===== src/rtl/instr_fetch_unit_pkg.sv =====
// Shared definitions for the instruction fetch unit and the control unit it feeds:
// fetch state encoding, instruction width, HALT encoding and decode field positions.
package instr_fetch_unit_pkg;

   localparam int INSTR_W = 16;
   localparam logic [INSTR_W-1:0] HALT_OP = 16'hFFFF;

   // Decode fields of the control unit's instruction word.
   localparam int DST_MSB     = 15;
   localparam int DST_LSB     = 13;
   localparam int SRC_MSB     = 12;
   localparam int SRC_LSB     = 10;
   localparam int ALU_SEL_MSB = 6;
   localparam int ALU_SEL_LSB = 3;
   localparam int MODE_BIT    = 2;

   typedef enum logic [2:0] {
      ST_IDLE     = 3'd0,
      ST_FETCH    = 3'd1,
      ST_WAIT_MEM = 3'd2,
      ST_ISSUE    = 3'd3,
      ST_EXEC     = 3'd4,
      ST_HALTED   = 3'd5
   } fetch_state_t;

endpackage


===== src/rtl/instr_fetch_unit_watchdog.sv =====
// Saturating cycle counter that flags a control unit which has not answered within
// TIMEOUT execute cycles; the flag is raised during the TIMEOUT-th enabled cycle.
module fetch_watchdog #(
   parameter int TIMEOUT = 15
) (
   input  logic i_clk,
   input  logic i_rst_n,
   input  logic i_clear,
   input  logic i_enable,
   output logic o_timeout
);

   localparam int CNT_W = $clog2(TIMEOUT + 1);
   localparam logic [CNT_W-1:0] CNT_MAX  = CNT_W'(TIMEOUT);
   localparam logic [CNT_W-1:0] CNT_LAST = CNT_W'(TIMEOUT - 1);

   logic [CNT_W-1:0] r_count;

   always_ff @(posedge i_clk or negedge i_rst_n) begin
      if (!i_rst_n) begin
         r_count <= '0;
      end else if (i_clear) begin
         r_count <= '0;
      end else if (i_enable && (r_count != CNT_MAX)) begin
         r_count <= r_count + 1'b1;
      end
   end

   // The count reaches TIMEOUT on the edge that ends this cycle.
   assign o_timeout = i_enable && (r_count >= CNT_LAST);

endmodule


===== src/rtl/instr_fetch_unit.sv =====
// Program-counter owner that fetches 16-bit words from a synchronous ROM, hands each one
// to the control unit with a run pulse and waits for done, with stop/HALT/watchdog handling.
module instr_fetch_unit #(
   parameter int                  INSTR_W  = instr_fetch_unit_pkg::INSTR_W,
   parameter int                  ADDR_W   = 8,
   parameter int                  PROG_LEN = 256,
   parameter logic [INSTR_W-1:0]  HALT_OP  = INSTR_W'(instr_fetch_unit_pkg::HALT_OP),
   parameter int                  TIMEOUT  = 15
) (
   input  logic                               i_clk,
   input  logic                               i_rst_n,
   input  logic                               i_start,
   input  logic                               i_stop,
   output logic                               o_mem_rd_en,
   output logic [ADDR_W-1:0]                  o_mem_addr,
   input  logic [INSTR_W-1:0]                 i_mem_rdata,
   output logic [INSTR_W-1:0]                 o_instruction,
   output logic                               o_run,
   input  logic                               i_done,
   output logic [ADDR_W-1:0]                  o_pc,
   output logic                               o_busy,
   output logic                               o_halted,
   output logic                               o_wd_err,
   output instr_fetch_unit_pkg::fetch_state_t o_state
);

   import instr_fetch_unit_pkg::*;

   localparam logic [ADDR_W-1:0] PC_LAST = ADDR_W'(PROG_LEN - 1);

   fetch_state_t       r_state;
   logic [ADDR_W-1:0]  r_pc;
   logic [INSTR_W-1:0] r_instruction;
   logic               r_stop_pend;
   logic               r_wd_err;
   logic               r_halt_op;

   fetch_state_t       w_state_nxt;
   logic [ADDR_W-1:0]  w_pc_nxt;
   logic [ADDR_W-1:0]  w_pc_inc;
   logic [INSTR_W-1:0] w_instr_nxt;
   logic               w_stop_pend_nxt;
   logic               w_wd_err_nxt;
   logic               w_halt_op_nxt;
   logic               w_busy;
   logic               w_wd_clear;
   logic               w_wd_en;
   logic               w_timeout;

   fetch_watchdog #(
      .TIMEOUT (TIMEOUT)
   ) u_watchdog (
      .i_clk     (i_clk),
      .i_rst_n   (i_rst_n),
      .i_clear   (w_wd_clear),
      .i_enable  (w_wd_en),
      .o_timeout (w_timeout)
   );

   // Wrap is taken at the last valid program word, not at the end of the address space.
   assign w_pc_inc = (r_pc == PC_LAST) ? '0 : r_pc + 1'b1;
   assign w_busy   = (r_state == ST_FETCH) || (r_state == ST_WAIT_MEM) ||
                     (r_state == ST_ISSUE) || (r_state == ST_EXEC);

   always_ff @(posedge i_clk or negedge i_rst_n) begin
      if (!i_rst_n) begin
         r_state       <= ST_IDLE;
         r_pc          <= '0;
         r_instruction <= '0;
         r_stop_pend   <= 1'b0;
         r_wd_err      <= 1'b0;
         r_halt_op     <= 1'b0;
      end else begin
         r_state       <= w_state_nxt;
         r_pc          <= w_pc_nxt;
         r_instruction <= w_instr_nxt;
         r_stop_pend   <= w_stop_pend_nxt;
         r_wd_err      <= w_wd_err_nxt;
         r_halt_op     <= w_halt_op_nxt;
      end
   end

   always_comb begin
      w_state_nxt     = r_state;
      w_pc_nxt        = r_pc;
      w_instr_nxt     = r_instruction;
      w_stop_pend_nxt = r_stop_pend;
      w_wd_err_nxt    = r_wd_err;
      w_halt_op_nxt   = r_halt_op;
      w_wd_clear      = 1'b0;
      w_wd_en         = 1'b0;

      if (w_busy && i_stop) begin
         w_stop_pend_nxt = 1'b1;
      end

      unique case (r_state)
         ST_IDLE, ST_HALTED: begin
            if (i_start) begin
               w_state_nxt     = ST_FETCH;
               w_wd_err_nxt    = 1'b0;
               w_stop_pend_nxt = i_stop;
               // Resume past a HALT word; after a stop or watchdog the pc is already right.
               if (r_halt_op) begin
                  w_pc_nxt      = w_pc_inc;
                  w_halt_op_nxt = 1'b0;
               end
            end
         end
         ST_FETCH: begin
            w_state_nxt = ST_WAIT_MEM;
         end
         ST_WAIT_MEM: begin
            if (i_mem_rdata == HALT_OP) begin
               w_state_nxt     = ST_HALTED;
               w_halt_op_nxt   = 1'b1;
               w_stop_pend_nxt = 1'b0;
            end else begin
               w_instr_nxt = i_mem_rdata;
               w_state_nxt = ST_ISSUE;
            end
         end
         ST_ISSUE: begin
            w_wd_clear  = 1'b1;
            w_state_nxt = ST_EXEC;
         end
         ST_EXEC: begin
            w_wd_en = 1'b1;
            if (i_done) begin
               w_pc_nxt = w_pc_inc;
               if (r_stop_pend || i_stop) begin
                  w_state_nxt     = ST_HALTED;
                  w_stop_pend_nxt = 1'b0;
               end else begin
                  w_state_nxt = ST_FETCH;
               end
            end else if (w_timeout) begin
               w_wd_err_nxt    = 1'b1;
               w_state_nxt     = ST_HALTED;
               w_stop_pend_nxt = 1'b0;
            end
         end
         default: begin
            w_state_nxt = ST_IDLE;
         end
      endcase
   end

   assign o_mem_rd_en   = (r_state == ST_FETCH);
   assign o_mem_addr    = r_pc;
   assign o_instruction = r_instruction;
   assign o_run         = (r_state == ST_ISSUE);
   assign o_pc          = r_pc;
   assign o_busy        = w_busy;
   assign o_halted      = (r_state == ST_HALTED);
   assign o_wd_err      = r_wd_err;
   assign o_state       = r_state;

endmodule

===== config.mk =====
export PLATFORM = sky130hd
export DESIGN_NAME = instr_fetch_unit
export DESIGN_NICKNAME = d
export VERILOG_FILES = /design/src/rtl/instr_fetch_unit_pkg.sv /design/src/rtl/instr_fetch_unit_watchdog.sv /design/src/rtl/instr_fetch_unit.sv
export SDC_FILE = /design/constraint.sdc
export NUM_CORES = 1
export LEC_CHECK = 0
export ABC_AREA = 1
export CAP_MARGIN = 30
export CORE_MARGIN = 5
export CORE_UTILIZATION = 41
export CTS_CLUSTER_SIZE = 10
export DETAILED_ROUTE_END_ITERATION = 8
export GPL_TIMING_DRIVEN = 0
export PLACE_DENSITY_LB_ADDON = 0.08
export SETUP_SLACK_MARGIN = 0.05
export SKIP_LAST_GASP = 1
export SLEW_MARGIN = 20
export SYNTH_ARGS = -nofsm -noshare
export SYNTH_HDL_FRONTEND = slang
export SYNTH_SLANG_ARGS = --single-unit

===== constraint.sdc =====
create_clock -name i_clk -period 1.3 [get_ports i_clk]
set_input_delay 0.195 -clock i_clk [delete_from_list [all_inputs] [get_ports i_clk]]
set_output_delay 0.195 -clock i_clk [all_outputs]
set_load 0.02 [all_outputs]

; Word-level counts from Yosys, hierarchy flattened
; Index checks and enable logic that the tools add are counted.
[totals]
output_inout_bits = 40
input_bits = 21
register_bits = 34
elab_cells = 71
[op_classes]
reduce_logical = 17
magnitude_cmp = 1
bitwise_logic = 1
mux = 28
n_addsub = 2
n_eq_ne = 15
[ops]
columns = cell, n
row1 = 8-bit 2-to-1 mux, 4
row2 = "16-bit equality test, second input constant", 1
row3 = 8-bit one-hot mux with 2 select lines, 1
row4 = 3-bit 2-to-1 mux, 5
row5 = 3-bit one-hot mux with 5 select lines, 1
row6 = 1-bit 2-to-1 mux, 12
row7 = "8-bit by 1-bit adder with 8-bit output, second input constant", 1
row8 = "8-bit equality test, second input constant", 1
row9 = 4-bit 2-to-1 mux, 2
row10 = "2-bit inequality test, second input constant", 4
row11 = 4-bit AND reduction, 2
row12 = "3-bit by 2-bit equality test with 1-bit output, second input constant", 2
row13 = "3-bit equality test, second input constant", 2
row14 = 2-bit nonzero test, 3
row15 = "4-bit by 1-bit adder with 4-bit output, second input constant", 1
row16 = "4-bit >= comparator, second input constant", 1
row17 = 1-bit logical OR, 4
row18 = "2-bit by 1-bit inequality test with 1-bit output, second input constant", 2
row19 = "4-bit inequality test, second input constant", 1
row20 = 1-bit one-hot mux with 2 select lines, 2
row21 = 2-bit AND reduction, 2
row22 = "3-bit by 1-bit equality test with 1-bit output, second input constant", 1
row23 = 1-bit logical AND, 3
row24 = 3-bit logical NOT, 1
row25 = 5 further kinds, 5

; Longest topological paths before layout
; Gate-level depths: netlist (run 1).
[depth]
depth_word = 9
mapped_depth = 11

; Cells and area by module
; Synthesis (run 1) repeated with hierarchy kept, for this count alone.
[hier_totals]
cells_unflattened = 241
hier_area_um2 = 1813.0
[modules_own_cells]
columns = mod, instances, seq_area_each_um2, area_each_um2, cells_per_inst
row1 = instr_fetch_unit, 1, 750.7, 1565.3, 208
row2 = fetch_watchdog, 1, 100.1, 247.7, 33

; Least setup slack after synthesis (run 1)
; OpenSTA, ideal clock, no wires.
[synth_timing]
path_type = flip-flop to flip-flop
from = register r_state[2], in the netlist o_state[2]
to = register u_watchdog.r_count[2]
synth_period_minus_slack_ns = 1.608
required_time_ns = 1.156
stages_incl_launch_ff = 7
setup_ns = 0.144
n_path_buf = 0
slack_ns = -0.308
arrival_ns = 1.464
cell_sequence = dfrtp_1 > inv_2 > nand2_1 > nor2_1 > inv_1 > nand3_1 > o31ai_1
[synth_between]
word_cells_on_any_way = 7
cone_classes = eq/ne (2) / mux (3) / reduce/logical (2)
[synth_rtl]
columns = element, line_no
row1 = from (decl), instr_fetch_unit.sv:31  ; fetch_state_t r_state;
row2 = from (signal assigned), instr_fetch_unit.sv:74  ; r_state <= w_state_nxt;
row3 = 3-bit by 2-bit equality test with 1-bit output (*), -
row4 = net o_run, instr_fetch_unit.sv:18  ; output logic o_run,
row5 = 1-bit 2-to-1 mux (*), instr_fetch_unit.sv:97  ; unique case (r_state)
row6 = 4-bit 2-to-1 mux or 2-bit nonzero test (tied branches), -
row7 = to (signal assigned), instr_fetch_unit_watchdog.sv:25  ; r_count <= r_count + 1'b1;
row8 = to (decl), instr_fetch_unit_watchdog.sv:17  ; logic [CNT_W-1:0] r_count;
; The timed path passes the listed nets; every way through them passes the cells marked *.
; A chain may end at the register's enable or synchronous reset.

; Worst setup path after layout (run 1)
[layout_timing]
from = register r_state[2], in the netlist o_state[2]
to = register r_pc[3], in the netlist o_mem_addr[3]
[layout_between]
elab_chain_cells = 4
word_cells_on_any_way = 10
cone_classes = eq/ne (5) / mux (1) / reduce/logical (4)
[layout_rtl]
columns = element, line_no
row1 = 3-bit equality test or 3-bit logical NOT (tied branches), instr_fetch_unit.sv:97
row2 = 2-bit OR reduction, instr_fetch_unit.sv:97
row3 = 2-bit inequality test (no line) or 2-bit nonzero test (tied branches), -
row4 = 4-bit AND reduction (no line), -
row5 = to (signal assigned), instr_fetch_unit.sv:75  ; r_pc <= w_pc_nxt;
row6 = to (decl), instr_fetch_unit.sv:32  ; logic [ADDR_W-1:0] r_pc;
; Parallel ways exist; a longest one is shown, timed or not.

==> results summary, run 1 <==
The final reports fail on negative setup slack. The horizontal extent of the die is 77.4 um. The floorplan step set the die height to 77.4 um. TritonCTS built the clock tree.

The tree is rooted in a sky130_fd_sc_hd__clkbuf_8. Of the total power, the clock network draws 0.138. The number of placed I/O pins came out at 61. The final setup TNS came out at -2.40 ns. Entering global routing, the biggest net connects 32 pins. The clock-pin slew on the worst setup and hold paths is 0.07 ns. The kind of capture point of the worst setup path is a flop. The proportion of layout cells with a drive suffix above 1 is 0.415. In this run the mean area of a mapped cell was 7.97 um2. The synthesized design contains 34 register bits. The first TritonRoute pass finished after 4 iterations.

The power per cell area is 2160 nW/um2. The Yosys warning count came out at 0. The start-to-end type of the worst setup path is flop to flop.

In the post-route analysis, the smallest setup slack over all paths is -0.128 ns. Of the total power, the share spent switching nets is 0.424. The post-synthesis cell count came out at 234. The wire length of the first global-routing pass came out at 8160 um. The count of buffers from port buffering is 60. The final number of hold-violating endpoints was 0. The number of rows created at floorplan came out at 24. The weighted congestion reported at the end of routability-driven placement is 0.769.

Summing every instance area after synthesis gives 1860 um2. The H-tree was split into 2 levels. The routed design has 5020 um of wire.

The per-cell routed wire length is 12.8 um. Summed over all cells, the static leakage comes to 1.65 nW. The fraction of the yosys area taken by sequential cells came out at 0.456. The total routing usage reported by global routing is 0.166. The worst hold margin is 0.245 ns. Summed over all nets, the half-perimeter wirelength after detailed placement is 3130 um. The area added between synthesis and finish is 65.2%. Summing over every cut layer, the via total after detailed routing is 1848.

For this run, the slowest stage of the critical path takes 0.44 ns. The detailed-route vias per instance is 4.71. The internal power of the cells totals 3.83 mW. The layout net count is 363.

The max-cap violation count came out at 0. The initial utilization of the core area, before any placement, comes to 0.425. Setup repair after global routing could not meet its margin everywhere. The aggregate global routing overflow is 0. For this design, the slowest cell found on the critical path is sky130_fd_sc_hd__dfrtp_2. The type of the most critical hold path is input pin to async pin. The part of the total power dissipated in sequential elements came out at 0.270.

The clock reaches the later pin of the worst-skew pair after 0.29 ns. The startpoint identified for the worst register-to-register timing path is o_state[2]. For this run, design rule violations remaining after detail routing come to 0. The switching power came out at 2.82 mW.

The worst slew margin relative to its limit is 0.746. STA classifies the critical path startpoint as a flop. Measured in cells, the most critical reg-to-reg path has a length of 9. The worst-case IR drop observed on VDD is 1300 uV. Of the total power, combinational logic draws 0.592. The synthesized netlist net count came out at 258. The ratio of final minimum period to clock period is 1.10. The flow ran to the end, but the final reports show violations. The maximum buffer depth of the clock tree came out at 2.

The peak fanout along the critical path is 5. 0 antenna diodes ended up in the layout. The worst-case clock skew came out at 0.0125 ns. Traced cell by cell, the critical path runs through inv_4, buf_12, nor2_8, buf_4, nand2_4, nand3_2, buf_6, nand2_1, nand2_1.

The final critical-path required period came out at 1.43 ns. Overall power consumption after layout is estimated at 6.65 mW. The core region is 4380 um2. Setup violations remaining at the end of the flow were counted as 35. The number of max-slew violations in the final report came out at 0. Derived from the worst setup path, the maximum achievable clock frequency is 0.700 GHz. The data arrival time of the worst path is 1.61 ns. The number of clock sinks came out at 34. The detail route stage leaves a number of antenna-violating nets equal to 0.

In this design, the critical path's most frequently occurring cell is sky130_fd_sc_hd__nand2_1. The number of global-route vias before repair is 1821. After the first detailed-routing iteration, the DRC count stood at 75. The number of buffers created by CTS came out at 5. The pre-CTS worst setup slack came out at -0.479 ns. At the pin with the least slew margin, the transition time is 0.379 ns. Yosys mapped the design onto 29 distinct sky130hd cell types. The initial antenna violation count came out at 0.

For the worst setup path, the data required time is 1.48 ns. The reg-to-reg setup timing slack came out at -0.13 ns. The worst register-to-register path ends at o_mem_addr[3]. The die covers 6000 um2.
[worst max path at each step]
stage,cells past startpoint,slack (ns),endpoint,from
3_5_place_dp,7,-0.48,o_instruction[2],i_mem_rdata[4]
3_3_place_gp,1,-0.88,o_state[2],i_rst_n
4_1_cts,6,-0.15,o_busy,o_state[0]
6_report,9,-0.13,o_mem_addr[3],o_state[2]
2_1_floorplan,9,-0.06,o_mem_addr[6],o_state[1]
5_1_grt,10,-0.20,o_mem_addr[3],o_state[1]
[logic make-up after synthesis]
group	after synthesis	synth area share
adders and majority gates	3	0.0201
xor gates and xnor gates	5	0.0235
buffers and inverters	48	0.120
and+or+nand+nor	106	0.257
DFF	34	0.456
AOI/OAI and AO/OA	38	0.123
[power groups by stage]
stage | clock (mW) | sequential, mW | combinational [mW]
4_1_cts | 0.931 | 1.75 | 3.58
6_report | 0.921 | 1.80 | 3.94
3_5_place_dp | 0 | 1.82 | 3.03
3_3_place_gp | 0 | 1.82 | 2.97
5_1_grt | 0.991 | 1.86 | 4.27
2_1_floorplan | 0 | 2.18 | 1.39
[cell type report]
class                      instances  area, um2
sequential                        34        861
fill                             380       1300
clock buffer                       8        110
timing repair buffer              98        846
buffer                            12        109
inverter                          36        143
multi-input combinational        152        947
tap                               52       65.1
[stage by stage]
stage                util  std cells  area, um2
global placement    0.589        346       2580
CTS                 0.678        388       2970
floorplan               -        234       1920
global route        0.703        392       3080
finish              0.703        392       3080
detailed placement  0.592        347       2600
[placed cells by master, fill, tap and decap left out, types with 3 or more instances in the layout]
master	count
sky130_fd_sc_hd__nor2_2	3
sky130_fd_sc_hd__nand2_2	24
sky130_fd_sc_hd__xor2_1	4
sky130_fd_sc_hd__dlygate4sd2_1	35
sky130_fd_sc_hd__o21ai_2	6
sky130_fd_sc_hd__dfrtp_2	8
sky130_fd_sc_hd__buf_6	16
sky130_fd_sc_hd__clkdlybuf4s15_1	3
sky130_fd_sc_hd__o21ai_1	16
sky130_fd_sc_hd__inv_2	3
sky130_fd_sc_hd__o21ai_0	6
sky130_fd_sc_hd__buf_2	9
sky130_fd_sc_hd__buf_4	35
sky130_fd_sc_hd__nand3_1	9
sky130_fd_sc_hd__inv_1	30
sky130_fd_sc_hd__nand2_4	4
sky130_fd_sc_hd__nand2_1	44
sky130_fd_sc_hd__inv_4	3
sky130_fd_sc_hd__clkdlybuf4s50_1	3
sky130_fd_sc_hd__nor2_1	13
sky130_fd_sc_hd__dfrtp_1	26
sky130_fd_sc_hd__clkbuf_2	4
sky130_fd_sc_hd__clkbuf_8	8
[flip-flops by register name (all words and copies together), names as in the netlist]
signal and count:
o_instruction 16, o_mem_addr 8, o_state 3, o_wd_err 1, r_halt_op 1, r_stop_pend 1, u_watchdog.r_count 4
[Yosys cell counts (all sizes together)]
cell type	number	area share
a21o	1	0.0040
a21oi	3	0.0081
buf	11	0.045
clkbuf	1	0.0027
dfrtp	34	0.46
ha	3	0.020
inv	36	0.072
nand2	72	0.16
nand3	13	0.040
nor2	19	0.048
nor3	1	0.0087
nor3b	1	0.0040
o21a	1	0.0040
o21ai	30	0.095
o21bai	2	0.0081
o31ai	1	0.0040
xnor2	1	0.0047
xor2	4	0.019
[layer usage]
layer  global-route usage  share of wire  up-vias
li1                     -              -      930
met1                0.183           0.41      861
met2                0.296           0.51       46
met3               0.0556          0.057       11
met4               0.0619          0.020        0
met5                    0              0        -
[worst max-delay path: cells and delay by family (launching register included)]
family        cells  cell delay, ns
buf+inv           4            0.54
flops             1            0.44
simple gates      5            0.34
[repair_timing]
item	in CTS	in global routing
setup buffers	28	5
pin swaps	16	6
hold buffers	1	0
endpoints found under the hold margin	34	0
setup endpoints to repair	73	47
gates cloned	4	0
gates resized for setup	150	47
Power figures use the tool's default switching activity.
==> run 2: changes to the inputs <==
Settings changed: CELL_PAD_IN_SITES_DETAIL_PLACEMENT from default to 0, CELL_PAD_IN_SITES_GLOBAL_PLACEMENT from default to 2, CORE_UTILIZATION 41 to 23.
==> run 2 against run 1 <==
The run still ends with negative setup slack left. Cell count up 13%. Via count down 2.4%. First-iteration DRC count down 71%. Critical endpoint is now o_busy. Largest cell class is now multi-input combinational cells. Highest routed layer unchanged.
==> results summary, run 2 (same netlist as run 1, synthesis figures left out) <==
The flow ran to the end, but the final reports show violations. The checks that failed: negative setup slack. The count of vias placed by the detailed router came out at 1803.

Data on the critical path is required at its endpoint by 1.11 ns. The detailed-route vias per instance came out at 4.08. The number of antenna diodes is 0. The area added between synthesis and finish is 72.4%.

The detailed router put a total of 2360 um of wire on met1. The number of global-route vias before repair was 1930. The library cell used most frequently in the layout, excluding fill and tap cells, is sky130_fd_sc_hd__nand2_1. Summing internal, switching and leakage power gives 6.63 mW. The total routing usage reported by global routing is 0.115. Setup slack on the critical path of the routed design comes to -0.120 ns. The worst setup path is captured at an output pin. Clock latency on the worst-skew pair, taken at its later pin, is 0.29 ns. The path class of the tightest hold or removal check is input pin to flop.

In the layout the commonest cells are sky130_fd_sc_hd__nand2_1, sky130_fd_sc_hd__dlygate4sd2_1, sky130_fd_sc_hd__buf_4, sky130_fd_sc_hd__inv_1, sky130_fd_sc_hd__nand2_2. The number of fill cells came out at 846. The ratio of final minimum period to clock period came out at 1.09. The register with the most flip-flops in the layout has 16 of them. The initial utilization of the core area, before any placement, comes to 0.239. At the end of the flow the core is filled with cells to 0.412. The register cell area after layout is 863 um2. The number of clock sinks is 34. The number of placed I/O pins is 61. The worst hold path terminates at o_instruction[2]. The initial antenna violation count came out at 0. For this design the ratio of total power to cell area is 2060 nW/um2. The maximum number of pins on one net before global-route repair is 19. The total area of multi-input combinational cells is 1010 um2.

Routed signal wires occupy layers up through met4. Dividing the detail-routed wire length by the instance count gives 12.3 um. The number of max-slew violations in the final report is 0. Of the cells placed in the final design, the portion with a size suffix greater than 1 is 0.462. Input and output buffers added on the ports amount to 60.

The max-cap violation count is 0. The wire length of the first global-routing pass came out at 9230 um. The clock passes through at most 2 buffers. Setup violations remaining at the end of the flow were counted as 34. The detailed placer's ending HPWL is 3730 um.

After layout, the minimum clock period comes to 1.42 ns. The maximum achievable frequency came out at 0.704 GHz. The H-tree depth came out at 2. Setup repair after global routing could not meet its margin everywhere. The start point of the worst hold path is i_mem_rdata[2]. The detailed-route wire length came out at 5440 um.

The setup check on the worst reg-to-reg path leaves a slack of -0.11 ns. The placed instances occupy a cell area of 2670 um2. The final layout contains 363 nets.

Wire segments on met2 add up to 2680 um in the final route. In this run the vertical extent of the chip is 100 um. With fillers left out, the area of the finished cells amounts to 3210 um2. After clock tree synthesis, the clock-pin slew on the worst setup and hold paths is 0.08 ns. The final number of hold-violating endpoints came out at 0. The length of routed met3 wiring is 343 um. In this run the standard cell core region covers 7810 um2. The weighted congestion reported at the end of routability-driven placement came out at 0.718. The leakage power came out at 1.67 nW. The worst reg-to-reg path cell count came out at 9. The worst setup path is of the flop to output pin kind.

The data arrival time of the worst path came out at 1.22 ns. The horizontal extent of the die came out at 100 um. The clock tree from TritonCTS is yes. After floorplanning, the core was divided into 32 placement rows. The die outline area came out at 10000 um2. Along the worst path, the maximum fanout reaches 4.

The cell sitting at the root of the clock tree is a sky130_fd_sc_hd__clkbuf_8. The worst-case clock skew is 0.00822 ns. IR analysis of the VDD net gives a maximum drop of 745 uV. At the pin with the least slew margin, the transition time is 0.493 ns. The residual antenna-violating net count after detailed routing came out at 0. STA classifies the critical path startpoint as a flop. In this run the critical register-to-register path is captured at o_mem_addr[6]. Along the worst hold path, the cell count comes to 3. The startpoint of the most critical register-to-register path is o_state[2]. For this run, the detailed router's first-pass iteration total came to 4. The aggregate global routing overflow came out at 0. For this block, the initial DRC count from the detailed router was 22. The detailed-route DRC error count came out at 0. The worst pin sits at a relative slew slack of 0.672. The number of buffers created by CTS is 5.
[run 2: routing by layer]
| layer | global-route usage | up-vias |
|---|---|---|
| met3 | 0.0389 | 5 |
| met1 | 0.136 | 827 |
| met5 | 0 | - |
| met4 | 0.0311 | 0 |
| li1 | - | 931 |
| met2 | 0.198 | 40 |
[run 2: area by class of cell]
class	count	area share
timing repair buffer	98	0.272
multi-input combinational	152	0.313
clock inverter	2	0.00311
inverter	36	0.0444
clock buffer	6	0.0226
sequential	34	0.269
tap	102	0.0397
buffer	12	0.0362
[run 2: what timing repair did]
| item | CTS | global route |
|---|---|---|
| buffers inserted | 28 | 4 |
| hold buffers | 1 | 0 |
| setup endpoints to repair | 73 | 44 |
| pin swaps | 17 | 4 |
| endpoints found under the hold margin | 17 | 0 |
| gates cloned | 4 | 0 |
| gates resized for setup | 177 | 45 |
[run 2: power breakdown]
group | internal, mW | switching (mW)
combinational | 1.91 | 2.17
clock | 0.372 | 0.407
sequential | 1.46 | 0.318
total | 3.74 | 2.90
[run 2: worst max path at each step]
| stage | startpoint | end | slack (ns) |
|---|---|---|---|
| final | o_state[0] | o_busy | -0.12 |
| after CTS | o_state[0] | o_busy | -0.13 |
| after global placement | i_rst_n | o_state[0] | -1.07 |
| after global routing | o_state[1] | o_mem_addr[3] | -0.20 |
| after floorplan | o_state[1] | o_mem_addr[6] | -0.06 |
| after detailed placement | i_mem_rdata[4] | o_instruction[5] | -0.50 |
[run 2: through the flow]
stage                     hold WS (ns)  instances  TNS, ns  worst slack (ns)
after floorplan                 -0.101        234   -0.397           -0.0606
after CTS                        0.281        438    -2.47            -0.127
final                            0.284        442    -2.72            -0.120
after global routing             0.295        442    -5.50            -0.201
after global placement           0.468        396   -44.01             -1.07
after detailed placement         0.191        397   -11.55            -0.495
[run 2: critical path, stage by stage, from the launching register on]
cell and delay, ns:
sky130_fd_sc_hd__dfrtp_2 0.45, sky130_fd_sc_hd__inv_4 0.10, sky130_fd_sc_hd__nand2_4 0.07, sky130_fd_sc_hd__nor2_8 0.08, sky130_fd_sc_hd__inv_2 0.05, sky130_fd_sc_hd__nand2_2 0.08
sky130_fd_sc_hd__buf_6 0.12
==> run 3: changes to the inputs <==
Settings changed: CORE_MARGIN 5 to 10.
==> run 3 against run 2 <==
Core utilization is 1.5 points higher. Critical path depth is 1 lower. Clock power is 28% higher. Critical path type unchanged. Non-clock buffer count is 1 higher. The flow still finishes with violations (negative setup slack). Fmax is 1.3% lower. Critical endpoint unchanged. Clock-buffer cell count is 1 lower. Via count is 1.2% higher. Flip-flop and latch count stayed put. First-iteration DRC count is 68% higher. Sequential share of layout area is 0.93 points lower.
==> results summary, run 3 (same netlist as run 1, synthesis figures left out) <==
The latest clock arrival within the worst-skew pair came out at 0.29 ns. The peak fanout along the critical path came out at 6. TritonCTS built the clock tree.

The final number of hold-violating endpoints came out at 0. Setup violations remaining at the end of the flow were counted as 32. The max-cap violation count is 0.

For the final database, setup skew stands at 0.00606 ns. The data arrival time of the worst path is 1.24 ns. The start-to-end type of the worst setup path is flop to output pin. The total routing usage reported by global routing is 0.0969.

The final setup TNS is -2.69 ns. The floorplan step defined a core boundary enclosing 7810 um2. For this run, design rule violations remaining after detail routing come to 0.

The layout net count is 364. Summed over all layers, the routed wires come to 5740 um. The horizontal extent of the die came out at 110 um. The maximum cell stage delay along the critical path came out at 0.43 ns. The number of placed I/O pins came out at 61. The count of vias placed by the detailed router came out at 1825. The flip-flop count of the largest register after layout came out at 16. The overall die height is 110 um. STA classifies the critical path startpoint as a flop.

The measured slew at the worst slew-check pin came out at 0.426 ns. The worst setup path is captured at an output pin. The largest individual stage delay along the critical path comes from the cell sky130_fd_sc_hd__dfrtp_2. From synthesis to final layout, the design area changed by 78.9%. IR analysis of the VDD net gives a maximum drop of 687 uV.

The initial core utilization came out at 0.239. At the end of routability-driven placement, the weighted congestion stood at 0.707. The number of global-route vias before repair is 1893. The checks that failed: negative setup slack. At the end of the flow the core is filled with cells to 0.427.

The root buffer cell chosen for the clock tree is sky130_fd_sc_hd__clkbuf_8. In the layout the commonest cells are sky130_fd_sc_hd__nand2_1, sky130_fd_sc_hd__dlygate4sd2_1, sky130_fd_sc_hd__buf_4, sky130_fd_sc_hd__inv_1. The number of cells after detailed placement is 397. The leading cell type in the layout, fill and taps excluded is sky130_fd_sc_hd__nand2_1. The number of standard cells in the final layout excluding fillers is 444. The reg-to-reg setup timing slack came out at -0.12 ns. The initial antenna violation count was 1. The worst slew margin relative to its limit came out at 0.716. The detailed placer's ending HPWL is 3980 um. After global routing the overflow that remains totals 0.

The number of clock sinks is 34. On the final layout, the worst hold slack is 0.279 ns. Traced cell by cell, the critical path runs through clkinv_4, nor2_8, inv_2, nand2_2, buf_6. The detailed-routing iteration count for the pre-antenna-repair pass came out at 4.

In this run the deepest clock path goes through 2 buffers. The count of buffers from port buffering is 60. The clock-pin slew on the worst setup and hold paths came out at 0.08 ns. For this design the static power due to leakage is 1.68 nW.

The number of buffers created by CTS came out at 5. The maximum number of pins on one net before global-route repair is 21. The total power after layout is 7.08 mW. The worst hold path terminates at o_instruction[15]. After detailed routing, the number of vias per cell comes to 4.11. The required time of the critical path is 1.11 ns. The worst path in the final design needs a cycle of 1.44 ns, including I/O delays and setup. Setup repair after global routing could not meet its margin everywhere. The number of max-slew violations in the final report is 0. The ratio of final minimum period to clock period is 1.11. The worst reg-to-reg path cell count came out at 10.

The per-cell routed wire length came out at 12.9 um. The die outline area came out at 12100 um2. The number of cells on the worst hold path is 3. The residual antenna-violating net count after detailed routing is 0. In this run the power density over the cells is 2120 nW/um2. The proportion of layout cells with a drive suffix above 1 is 0.460.

Setup slack on the critical path of the routed design comes to -0.139 ns. In this run the critical register-to-register path is launched from o_state[1]. The type of the most critical hold path is input pin to flop. In this run the most critical hold path is launched from i_mem_rdata[15].

The H-tree depth came out at 2. The wire length of the first global-routing pass is 9270 um. In this run, the number of DRC markers left after iteration 0 of detailed routing was 37. The number of rows created at floorplan came out at 32. The flow ran to the end, but the final reports show violations. The maximum achievable frequency is 0.695 GHz. The worst register-to-register path ends at o_mem_addr[0].
==> run 3: changes by cell type in the layout (fill, tap and decap cells not counted), moves of 3 or more <==
| cell | change |
|---|---|
| sky130_fd_sc_hd__nand2_1 | +4 |
| sky130_fd_sc_hd__buf_6 | +5 |
| sky130_fd_sc_hd__o21ai_1 | +7 |
| sky130_fd_sc_hd__nand2_2 | -8 |
| sky130_fd_sc_hd__o21ai_0 | -4 |
| sky130_fd_sc_hd__dlygate4sd2_1 | -3 |
| sky130_fd_sc_hd__nand2_4 | +3 |
| sky130_fd_sc_hd__inv_1 | -3 |
| sky130_fd_sc_hd__o21ai_2 | -3 |
| sky130_fd_sc_hd__buf_4 | -3 |
| sky130_fd_sc_hd__clkdlybuf4s15_1 | +5 |
==> run 3: worst max path at each step <==
stage | slack, ns | end | cells past startpoint | from
global route | -0.21 | o_mem_addr[0] | 10 | o_state[1]
CTS | -0.17 | o_run | 4 | o_state[2]
detailed placement | -0.50 | o_instruction[14] | 7 | i_mem_rdata[4]
floorplan | -0.06 | o_mem_addr[6] | 9 | o_state[1]
finish | -0.14 | o_busy | 5 | o_state[2]
global placement | -1.12 | o_state[1] | 1 | i_rst_n
==> run 3: layout make-up <==
class	instances	area [um2]
Sequential cell	34	865
Timing Repair Buffer	99	917
Antenna cell	1	2.50
Tap cell	102	128
Clock buffer	5	68.8
Clock inverter	3	40.0
Multi-Input combinational cell	152	1050
Buffer	12	115
Inverter	36	148
Fill cell	839	4470
==> run 3: power by group <==
part           total, mW  switching [mW]  internal [mW]
Clock               1.00           0.435          0.565
Sequential          1.78           0.321           1.46
Combinational       4.29            2.26           2.03
==> run 3: routing by layer <==
| layer | global-route usage | wire [um] | up-vias |
|---|---|---|---|
| met5 | 0 | 0 | - |
| met4 | 0.0335 | 63 | 0 |
| met3 | 0.0371 | 428 | 7 |
| met2 | 0.166 | 2840 | 40 |
| met1 | 0.108 | 2410 | 845 |
| li1 | - | - | 933 |
==> run 3: critical path, delay by kind of cell (launching register included) <==
kind / cells / cell delay [ns]
flops: 1 / 0.43
simple gates: 2 / 0.22
buf+inv: 3 / 0.30
==> run 3: metrics by stage <==
step / cell area [um2] / setup WS, ns
floorplan: 1920 / -0.0606
global placement: 2640 / -1.12
detailed placement: 2670 / -0.503
CTS: 3100 / -0.173
global route: 3330 / -0.208
finish: 3330 / -0.139
==> run 3: repair_timing <==
| action | CTS | global route |
|---|---|---|
| hold buffers | 1 | 0 |
| gates cloned | 4 | 0 |
| setup buffers | 27 | 6 |
| setup endpoints to repair | 73 | 49 |
| pin swaps | 19 | 18 |
| endpoints found under the hold margin | 14 | 0 |
| gates resized for setup | 170 | 75 |
==> RTL edit, RTL diff (config.mk and constraints of run 1) <==
Take the reset off `r_pc` and `r_instruction` and load them in a clocked block of their own.
--- a/src/rtl/instr_fetch_unit.sv
+++ b/src/rtl/instr_fetch_unit.sv
@@ -65,19 +65,20 @@
    always_ff @(posedge i_clk or negedge i_rst_n) begin
       if (!i_rst_n) begin
          r_state       <= ST_IDLE;
-         r_pc          <= '0;
-         r_instruction <= '0;
          r_stop_pend   <= 1'b0;
          r_wd_err      <= 1'b0;
          r_halt_op     <= 1'b0;
       end else begin
          r_state       <= w_state_nxt;
-         r_pc          <= w_pc_nxt;
-         r_instruction <= w_instr_nxt;
          r_stop_pend   <= w_stop_pend_nxt;
          r_wd_err      <= w_wd_err_nxt;
          r_halt_op     <= w_halt_op_nxt;
       end
+   end
+
+   always_ff @(posedge i_clk) begin
+      r_pc          <= w_pc_nxt;
+      r_instruction <= w_instr_nxt;
    end
 
    always_comb begin
Check against the original RTL: differs if i_rst_n is asserted again (counterexample within 4 cycles, from zero or initial values and one cycle with i_rst_n low); with i_rst_n held inactive, the same outputs for 10 cycles.
==> RTL edit against run 1 <==
The run still ends with negative setup slack left; hold slack got worse by 0.0098 ns; wire length decreased by 7.5%; power increased by 2.8%; worst setup slack got worse by 0.051 ns; area after synthesis decreased by 9.9%; via count decreased by 17%; core utilization increased by 1.1 points; sequential cell count unchanged; design area decreased by 8.0%; critical path type unchanged.
==> RTL edit: results (changes against run 1) <==
place:
  dp.cells: 280  # was 347
  postPlaceCellArea_sq_um: 2390  # was 2600 sq um
  place.gp.congestion: 0.922  # was 0.769
  place_hpwl_um: 3000  # was 3130 um
worst_setup_path:
  crit_family: "flip-flops"  # was buffers and inverters
  crit_slowest_cell: "dfrtp_1"  # was dfrtp_2
  worstPathMaxFanout: 4  # was 5
  cpPeakStageDelay_ns: 0.44  # about the same
  crit_arrival_ns: 1.64  # was 1.61 ns
clocking:
  holdBufCountCts: 0  # was 1
  clock_latency_ns: 0.28
  htree_levels: 2  # unchanged
  clk_pin_slew_ns: 0.07  # about the same
  cts_buffers: 5  # unchanged
  clockRootBuffer: "clkbuf_8"  # unchanged
  cts_buffer_depth: 2  # unchanged
routing:
  dr.pass1.iters: 4  # unchanged
  vias: 1528  # was 1848
  wirelength_um: 4650  # was 5020 um
  drt_iter0_markers: 85  # was 75
  wire_per_inst_um: 14.5  # was 12.8 um
layout:
  num-nets-final: 294  # was 363
  drive_gt1_frac: 0.446  # was 0.415
  fill_cells: 299  # was 380
  antenna_cells: 0  # unchanged
  largest_register_ffs: 16  # unchanged
synthesis:
  ys_warn_count: 0  # unchanged
  synthTopCellsByArea: "edfxtp_1 43%, dfrtp_1 15%, nand2_1 8.5%"  # was dfrtp_1 46%, nand2_1 13%, inv_1 6.4%
  syn-mean-instance-area_sq_um: 9.88  # was 7.97 sq um
  synthesis.nets: 194  # was 258
  ys_types: 25  # was 29
  synth_commonest_cells: "38 x nand2_1, 24 x edfxtp_1, 19 x inv_1"  # was 66 x nand2_1, 34 x dfrtp_1, 32 x inv_1
  synth_top_flop_cell: "edfxtp_1"  # was dfrtp_1
  synth_edf_count: 24  # was 0
  ys_seq_area_frac: 0.578  # was 0.456
  synth-async-reset-ratio: 0.294  # was 1.00
global_routing:
  grt_util_met2: 0.321  # was 0.296
  grt_pass1_vias: 1638  # was 1821
  grt_max_degree: 11  # was 32
  use_met1: 0.189  # was 0.183
  grt_pass1_wl_um: 7340  # was 8160 um
  antenna_found_initial: 0  # unchanged
  use_met3: 0.0419  # was 0.0556
  track_usage: 0.174  # was 0.166
pwr:
  vdd_drop_max_v: 0.00149  # was 0.00130 V
  power_density_nw_per_um2: 2410  # was 2160 nW/um^2
  leakage_uw: 0.00127  # was 0.00165 uW
hold_path:
  min_path_type: "in -> reg"  # was in -> async
sta:
  worst_slack_ns: -0.179  # was -0.128 ns
  slew_headroom: 0.660  # was 0.746
  setup_tns_ns: -4.60  # was -2.40 ns
  setup_viol: 44  # was 35
  finalClockSkew_ns: 0.00477  # was 0.0125 ns
run_status:
  status: "finished, violations left"  # unchanged
  violations: "negative setup slack"  # unchanged
==> RTL edit: changes by cell type after synthesis, moves of 3 or more <==
cell	before	now
nand2_2	5	2
inv_1	32	19
nor2_2	1	4
nand2_1	66	38
dfrtp_1	34	10
o21ai_0	23	6
o21ai_2	4	1
edfxtp_1	0	24
==> RTL edit: metrics by stage <==
stage,setup slack (ns),hold WS (ns),power [uW]
3_3_place_gp,-0.402,0.465,5110
5_1_grt,-0.248,0.231,7250
4_1_cts,-0.166,0.228,6560
3_5_place_dp,-0.431,0.473,5210
6_report,-0.179,0.235,6840
2_1_floorplan,-0.261,-0.101,3910
==> RTL edit: timing repair <==
item                                    4_1_cts  5_1_grt
resized for setup                           136       32
endpoints found under the setup margin       78       55
gates cloned                                  1        0
pin swaps                                    21        9
setup buffers                                29        4
==> RTL edit: worst register-to-register path: stages, from the launching register on <==
cell and delay, ns:
dfrtp_1 0.44, inv_2 0.13, ha_4 0.14, inv_2 0.03
nand2_2 0.06, nand2_2 0.07, buf_4 0.14, o21ai_1 0.11
nand2_1 0.10, inv_2 0.08, o21bai_1 0.07
==> RTL edit: kinds of logic (layout without fill, tap and decap cells) <==
kind of cell	after synthesis	count (layout)	synth area share
simple gates	81	81	0.227
flops	34	34	0.578
buf+inv	33	134	0.0939
compound gates	14	14	0.0522
xor+xnor	5	5	0.0261
fa+ha+maj	3	3	0.0224
==> RTL edit: area by class of cell <==
type	count	area share
inverter	24	0.0371
multi-input combinational	103	0.255
clock buffer	6	0.0256
buffer	9	0.0278
tap	50	0.0221
timing repair inverter	1	0.00265
timing repair buffer	92	0.283
sequential	34	0.344
clock inverter	2	0.00309
==> RTL edit: per-layer routing <==
| metal | share of wire | vias to the layer above |
|---|---|---|
| met3 | 0.060 | 14 |
| met1 | 0.39 | 711 |
| met5 | 0 | - |
| met2 | 0.53 | 57 |
| met4 | 0.023 | 0 |
| li1 | - | 746 |
==> RTL edit: final timing paths <==
| kind | startpoint | end | slack (ns) | cells past startpoint |
|---|---|---|---|---|
| max | u_watchdog.r_count[0] | o_state[0] | -0.18 | 10 |
| min | i_mem_rdata[7] | o_instruction[7] | 0.24 | 1 |
| max reg2reg | u_watchdog.r_count[0] | o_state[0] | -0.18 | 10 |
| min reg2reg | r_halt_op | r_halt_op | 0.50 | 2 |
| max in group asynchronous | i_rst_n | o_state[1] | 0.68 | 1 |
| min in group asynchronous | i_rst_n | u_watchdog.r_count[0] | 0.25 | 1 |
==> RTL edit: report_power, final <==
| group | switching [uW] | leakage (uW) | internal (uW) |
|---|---|---|---|
| clock | 365 | 0.0000426 | 368 |
| combinational | 2230 | 0.000883 | 1900 |
| sequential | 306 | 0.000349 | 1670 |
| total | 2900 | 0.00127 | 3940 |
